**config.mk**
```make
export PLATFORM = sky130hd
export DESIGN_NAME = input_conditioner
export DESIGN_NICKNAME = d
export VERILOG_FILES = /design/src/rtl/input_conditioner.sv
export SDC_FILE = /design/constraint.sdc
export NUM_CORES = 1
export LEC_CHECK = 0
export CAP_MARGIN = 20
export CORE_AREA = 2 2 162 133
export DETAILED_ROUTE_END_ITERATION = 6
export DIE_AREA = 0 0 164 135
export PLACE_DENSITY = 0.93
export SLEW_MARGIN = 25
export SYNTH_ARGS = -nofsm -noshare
export SYNTH_HDL_FRONTEND = slang
export SYNTH_SLANG_ARGS = --single-unit
export TNS_END_PERCENT = 30
```
**constraint.sdc**
```tcl
create_clock -name CLK -period 5 [get_ports CLK]
set_input_delay 1 -clock CLK [delete_from_list [all_inputs] [get_ports CLK]]
set_output_delay 1 -clock CLK [all_outputs]
set_load 0.02 [all_outputs]
```
**src/rtl/input_conditioner.sv**
```systemverilog
// input_conditioner: 2-FF sync, tick-based debounce, edge pulses and
// per-button autorepeat for NBTN push buttons and NSW slide switches.
//
// Ports:
//   CLK        system clock
//   RESET      asynchronous reset, active low
//   BTN_IN     raw buttons (async)
//   SW_IN      raw switches (async)
//   RPT_EN     per-button autorepeat enable (sync to CLK)
//   TICK       one-cycle sample strobe
//   BTN        debounced button level
//   BTN_PRESS  one-cycle pulse on accepted 0->1
//   BTN_REL    one-cycle pulse on accepted 1->0
//   BTN_RPT    one-cycle pulse on press and on each autorepeat
//   SW         debounced switch level
//   SW_CHG     one-cycle pulse on any accepted switch change
module input_conditioner #(
  parameter int NBTN      = 5,
  parameter int NSW       = 16,
  parameter int PRESC     = 100000,
  parameter int DEB_CNT   = 10,
  parameter int RPT_DELAY = 500,
  parameter int RPT_RATE  = 100
) (
  input  logic            CLK,
  input  logic            RESET,
  input  logic [NBTN-1:0] BTN_IN,
  input  logic [NSW-1:0]  SW_IN,
  input  logic [NBTN-1:0] RPT_EN,
  output logic            TICK,
  output logic [NBTN-1:0] BTN,
  output logic [NBTN-1:0] BTN_PRESS,
  output logic [NBTN-1:0] BTN_REL,
  output logic [NBTN-1:0] BTN_RPT,
  output logic [NSW-1:0]  SW,
  output logic [NSW-1:0]  SW_CHG
);

  localparam int N    = NBTN + NSW;
  localparam int PW   = $clog2(PRESC);
  localparam int DW   = $clog2(DEB_CNT + 1);
  localparam int HMAX = (RPT_DELAY > RPT_RATE) ?
                        RPT_DELAY : RPT_RATE;
  localparam int HW   = $clog2(HMAX + 1);

  localparam logic [PW-1:0] P_LAST = PW'(PRESC - 1);
  localparam logic [DW-1:0] D_LAST = DW'(DEB_CNT - 1);
  localparam logic [HW-1:0] H_DLY  = HW'(RPT_DELAY - 1);
  localparam logic [HW-1:0] H_RATE = HW'(RPT_RATE - 1);

  typedef enum logic [1:0] {
    IDLE,
    HOLD,
    REPEAT,
    HELD
  } rpt_st_e;

  // ---------------- prescaler ----------------
  logic [PW-1:0] pre_q, pre_d;
  logic          tick;

  always_comb begin
    tick  = (pre_q == P_LAST);
    pre_d = tick ? '0 : pre_q + PW'(1);
  end

  always_ff @(posedge CLK or negedge RESET) begin
    if (!RESET) begin
      pre_q <= '0;
    end else begin
      pre_q <= pre_d;
    end
  end

  assign TICK = tick;

  // ---------------- synchroniser ----------------
  // Buttons occupy the low bits, switches the high bits.
  logic [N-1:0] raw;
  logic [N-1:0] s1_q, s_q;

  assign raw = {SW_IN, BTN_IN};

  always_ff @(posedge CLK or negedge RESET) begin
    if (!RESET) begin
      s1_q <= '0;
      s_q  <= '0;
    end else begin
      s1_q <= raw;
      s_q  <= s1_q;
    end
  end

  // ---------------- debounce ----------------
  logic [N-1:0]  stb_q, stb_d;
  logic [N-1:0]  acc;
  logic [N-1:0]  rise_q, rise_d;
  logic [N-1:0]  fall_q, fall_d;
  logic [DW-1:0] cnt_q [N];
  logic [DW-1:0] cnt_d [N];

  always_comb begin
    stb_d = stb_q;
    acc   = '0;
    for (int i = 0; i < N; i++) begin
      cnt_d[i] = cnt_q[i];
      if (tick) begin
        if (s_q[i] == stb_q[i]) begin
          // any agreeing sample restarts the run
          cnt_d[i] = '0;
        end else if (cnt_q[i] == D_LAST) begin
          acc[i]   = 1'b1;
          stb_d[i] = s_q[i];
          cnt_d[i] = '0;
        end else begin
          cnt_d[i] = cnt_q[i] + DW'(1);
        end
      end
    end
    rise_d = acc & s_q;
    fall_d = acc & ~s_q;
  end

  always_ff @(posedge CLK or negedge RESET) begin
    if (!RESET) begin
      stb_q  <= '0;
      rise_q <= '0;
      fall_q <= '0;
      for (int i = 0; i < N; i++) begin
        cnt_q[i] <= '0;
      end
    end else begin
      stb_q  <= stb_d;
      rise_q <= rise_d;
      fall_q <= fall_d;
      for (int i = 0; i < N; i++) begin
        cnt_q[i] <= cnt_d[i];
      end
    end
  end

  // ---------------- autorepeat ----------------
  logic [NBTN-1:0] b_press, b_rel;
  logic [NBTN-1:0] rpt_q, rpt_d;
  rpt_st_e         st_q [NBTN];
  rpt_st_e         st_d [NBTN];
  logic [HW-1:0]   h_q  [NBTN];
  logic [HW-1:0]   h_d  [NBTN];

  assign b_press = rise_d[NBTN-1:0];
  assign b_rel   = fall_d[NBTN-1:0];

  always_comb begin
    rpt_d = '0;
    for (int i = 0; i < NBTN; i++) begin
      st_d[i] = st_q[i];
      h_d[i]  = h_q[i];
      if (b_rel[i]) begin
        // release beats a same-tick terminal count
        st_d[i] = IDLE;
        h_d[i]  = '0;
      end else begin
        unique case (st_q[i])
          IDLE: begin
            if (b_press[i]) begin
              rpt_d[i] = 1'b1;
              h_d[i]   = '0;
              st_d[i]  = RPT_EN[i] ? HOLD : HELD;
            end
          end
          HOLD: begin
            if (!RPT_EN[i]) begin
              st_d[i] = HELD;
              h_d[i]  = '0;
            end else if (tick) begin
              if (h_q[i] == H_DLY) begin
                rpt_d[i] = 1'b1;
                h_d[i]   = '0;
                st_d[i]  = REPEAT;
              end else begin
                h_d[i] = h_q[i] + HW'(1);
              end
            end
          end
          REPEAT: begin
            if (!RPT_EN[i]) begin
              st_d[i] = HELD;
              h_d[i]  = '0;
            end else if (tick) begin
              if (h_q[i] == H_RATE) begin
                rpt_d[i] = 1'b1;
                h_d[i]   = '0;
              end else begin
                h_d[i] = h_q[i] + HW'(1);
              end
            end
          end
          HELD: begin
            // HELD is only entered with RPT_EN low,
            // so a high level here is a rise.
            if (RPT_EN[i]) begin
              st_d[i] = HOLD;
              h_d[i]  = '0;
            end
          end
          default: begin
            st_d[i] = IDLE;
            h_d[i]  = '0;
          end
        endcase
      end
    end
  end

  always_ff @(posedge CLK or negedge RESET) begin
    if (!RESET) begin
      rpt_q <= '0;
      for (int i = 0; i < NBTN; i++) begin
        st_q[i] <= IDLE;
        h_q[i]  <= '0;
      end
    end else begin
      rpt_q <= rpt_d;
      for (int i = 0; i < NBTN; i++) begin
        st_q[i] <= st_d[i];
        h_q[i]  <= h_d[i];
      end
    end
  end

  // ---------------- outputs ----------------
  assign BTN       = stb_q[NBTN-1:0];
  assign BTN_PRESS = rise_q[NBTN-1:0];
  assign BTN_REL   = fall_q[NBTN-1:0];
  assign BTN_RPT   = rpt_q;
  assign SW        = stb_q[N-1:NBTN];
  assign SW_CHG    = rise_q[N-1:NBTN] | fall_q[N-1:NBTN];

endmodule

```
==> results.sh <==
export IMPL_r2r_setup_slack_ps=1680
export IMPL_yosys_warnings=0
export IMPL_numPortBuffers=80
export IMPL_grt_pass1_wl_um=45600
export IMPL_grtUsageTotal=0.248
export IMPL_drtIter0Drc=828
export IMPL_synth_top_cell_by_area="dfrtp_1"
export IMPL_tritoncts="built"
export IMPL_synthTopCellsByArea="dfrtp_1 51%, ha_1 7.1%, o21ai_0 4.5%"
export IMPL_worstSetupEndpointType="output port"
export IMPL_final_antenna_net_count=0
export IMPL_cts_num_sinks=266
export IMPL_rsz0062_at_grt="no"
export IMPL_dp_hpwl_um=17200
export IMPL_gp_congestion=0.876
export IMPL_cts_hold_buf=0
export IMPL_diodes=0
export IMPL_crit_path_start_kind="flop"
export IMPL_fin_nets=1445
export IMPL_critPathRequiredTime_ps=4000
export IMPL_async_flop_share=1.00
export IMPL_place_inst=1585
export IMPL_synth_fp_nets=1368
export IMPL_wl_um=26700
export IMPL_cap_violations=0
export IMPL_io_pins=81
export IMPL_clk_pin_slew_ps=60
export IMPL_numCtsBuffers=26
export IMPL_initial_core_util=0.634
export IMPL_fin_crit_sh=0.696
export IMPL_post_cts_buffers=0
export IMPL_drt_pass1_iter_count=6
export IMPL_slew_headroom=0.393
export IMPL_reg2regPathDepth=9
export IMPL_min_to="s_q[1]"
export IMPL_arrival_ps=2480
export IMPL_drc=0
export IMPL_die_x_um=164
export IMPL_syn2layout_area_growth_pct=14.5
export IMPL_die_area_um2=22100
export IMPL_hold_depth=0
export IMPL_cts_root_buf="clkbuf_16"
export IMPL_fp_coreArea_um2=20400
export IMPL_synth_ff_type="dfrtp_1"
export IMPL_slew_violations=0
export IMPL_p_leak_nw=6.66
export IMPL_fp_row_count=47
export IMPL_ctsResizeCount=0
export IMPL_syn_cell_area_um2=12900
export IMPL_p_per_area_nw_per_um2=346
export IMPL_criticalPathCategory="flop to output port"
export IMPL_clk_latency_ps=530
export IMPL_hold_start="s1_q[1]"
export IMPL_seq_area_frac_synth=0.515
export IMPL_p_total_w=0.00512
export IMPL_overflow=0
export IMPL_cts_htree_levels=1
export IMPL_slowest_delay_ps=660
export IMPL_crit_slowest_cell="clkdlybuf4s50_1"
export IMPL_final_cell_mix="266 x dfrtp_1, 141 x nand2_1, 117 x o21ai_0"
export IMPL_netlist_area_leader_share=0.515
export IMPL_stdcell_count=1632
export IMPL_wl_per_cell_um=16.4
export IMPL_worstPathCellList="ha_1, and4_1, nand4_4, inv_2, clkdlybuf4s50_1"
export IMPL_grt_pass1_vias=9701
export IMPL_min_path_type="flop to flop"
export IMPL_hold_viol=0
export IMPL_synth_edf_count=0
export IMPL_skew_ps=13.5
export IMPL_cp_max_fo=12
export IMPL_status="finished clean"
export IMPL_grt_antenna_before_repair=0
export IMPL_ys_types=72
export IMPL_grt_max_degree=109
export IMPL_synth_seq_cells=266
export IMPL_fin_tns_setup_ps=0
export IMPL_cts_buffer_depth=3
export IMPL_timing_rr_start="pre_q[0]"
export IMPL_via_per_inst=6.02
export IMPL_syn_area_per_cell_um2=10.2
export IMPL_vdd_drop_max_mv=0.278
export IMPL_drive_gt1_frac=0.0770
export IMPL_synthCells=1267
export IMPL_tightest_slew_ps=904
export IMPL_reg2reg_to="h_q[33]"
export IMPL_die_y_um=135
export IMPL_max_freq_mhz=287
export IMPL_period_needed_ps=3480
export IMPL_setup_violations=0
export IMPL_vias=9831
export IMPL_final_common_cell="dfrtp_1"
## metrics by stage
stage	hold slack, ps	utilization	setup slack, ps	area [µm²]
5_1_grt	350	0.726	1410	14800
4_1_cts	348	0.726	1490	14800
2_1_floorplan	331	-	2210	12900
6_report	347	0.726	1520	14800
3_3_place_gp	332	0.683	1940	13900
3_5_place_dp	335	0.683	1830	13900
## synth_stat cells, types with 11 or more instances
cell,instances
a21oi_1,42
and3_1,16
and3b_1,14
buf_2,13
clkbuf_1,11
dfrtp_1,266
ha_1,73
inv_1,46
mux2_2,20
nand2_1,141
nand2b_1,53
nand3_1,58
nand4_1,13
nor2_1,74
nor3_1,35
nor3b_1,21
o21ai_0,117
o22ai_1,19
o31ai_1,43
or2_2,23
xnor2_1,19
## critical path: cells and delay by family (launching register included)
| kind | cells | cell delay (ps) |
|---|---|---|
| adder cells (fa/ha/maj) | 1 | 230 |
| buffers and inverters | 2 | 860 |
| flip-flops | 1 | 400 |
| AND/OR/NAND/NOR | 2 | 470 |
## flip-flops by register name, summed over array words and instances, names as in the netlist
name     cells
BTN_RPT      5
cnt_q       84
fall_q      21
h_q         45
pre_q       17
rise_q      21
s1_q        21
s_q         21
st_q        10
stb_q       21
## where the power goes
group / switching (W) / internal [W] / total [W]
Clock: 0.000817 / 0.00119 / 0.00201
Sequential: 0.0000638 / 0.00222 / 0.00229
Combinational: 0.000504 / 0.000324 / 0.000828
Total: 0.00138 / 0.00374 / 0.00512
## how the worst max path moves through the flow
stage                     startpoint      end  slack [ps]  cells past startpoint
final                       pre_q[0]     TICK        1520                      5
after CTS                   pre_q[0]     TICK        1490                      5
after floorplan             pre_q[0]     TICK        2210                      7
after global routing        pre_q[0]     TICK        1410                      5
after global placement     RPT_EN[0]  h_q[36]        1940                      4
after detailed placement   RPT_EN[0]  h_q[42]        1830                      4
## area by class of cell
cell class,count,area (µm²)
sequential,266,6660
clock buffer,36,739
tap,269,337
timing repair buffer,85,856
multi-input combinational,918,5910
inverter,47,176
fill,1321,5590
clock inverter,11,138
## layer usage
metal	vias to the layer above	share of wire	GRT usage
li1	4652	-	-
met1	4810	0.44	0.345
met2	313	0.49	0.410
met3	56	0.048	0.0350
met4	0	0.021	0.0731
met5	-	0	0
## cell families after synthesis
group,count (synthesis),synth area share
AO/OA/AOI/OAI,285,0.136
XOR/XNOR,28,0.0190
adder cells (fa/ha/maj),73,0.0706
buffers and inverters,83,0.0288
flip-flops,266,0.515
multiplexers,24,0.0205
AND/OR/NAND/NOR,508,0.210
(Power assumes the default switching activity.)
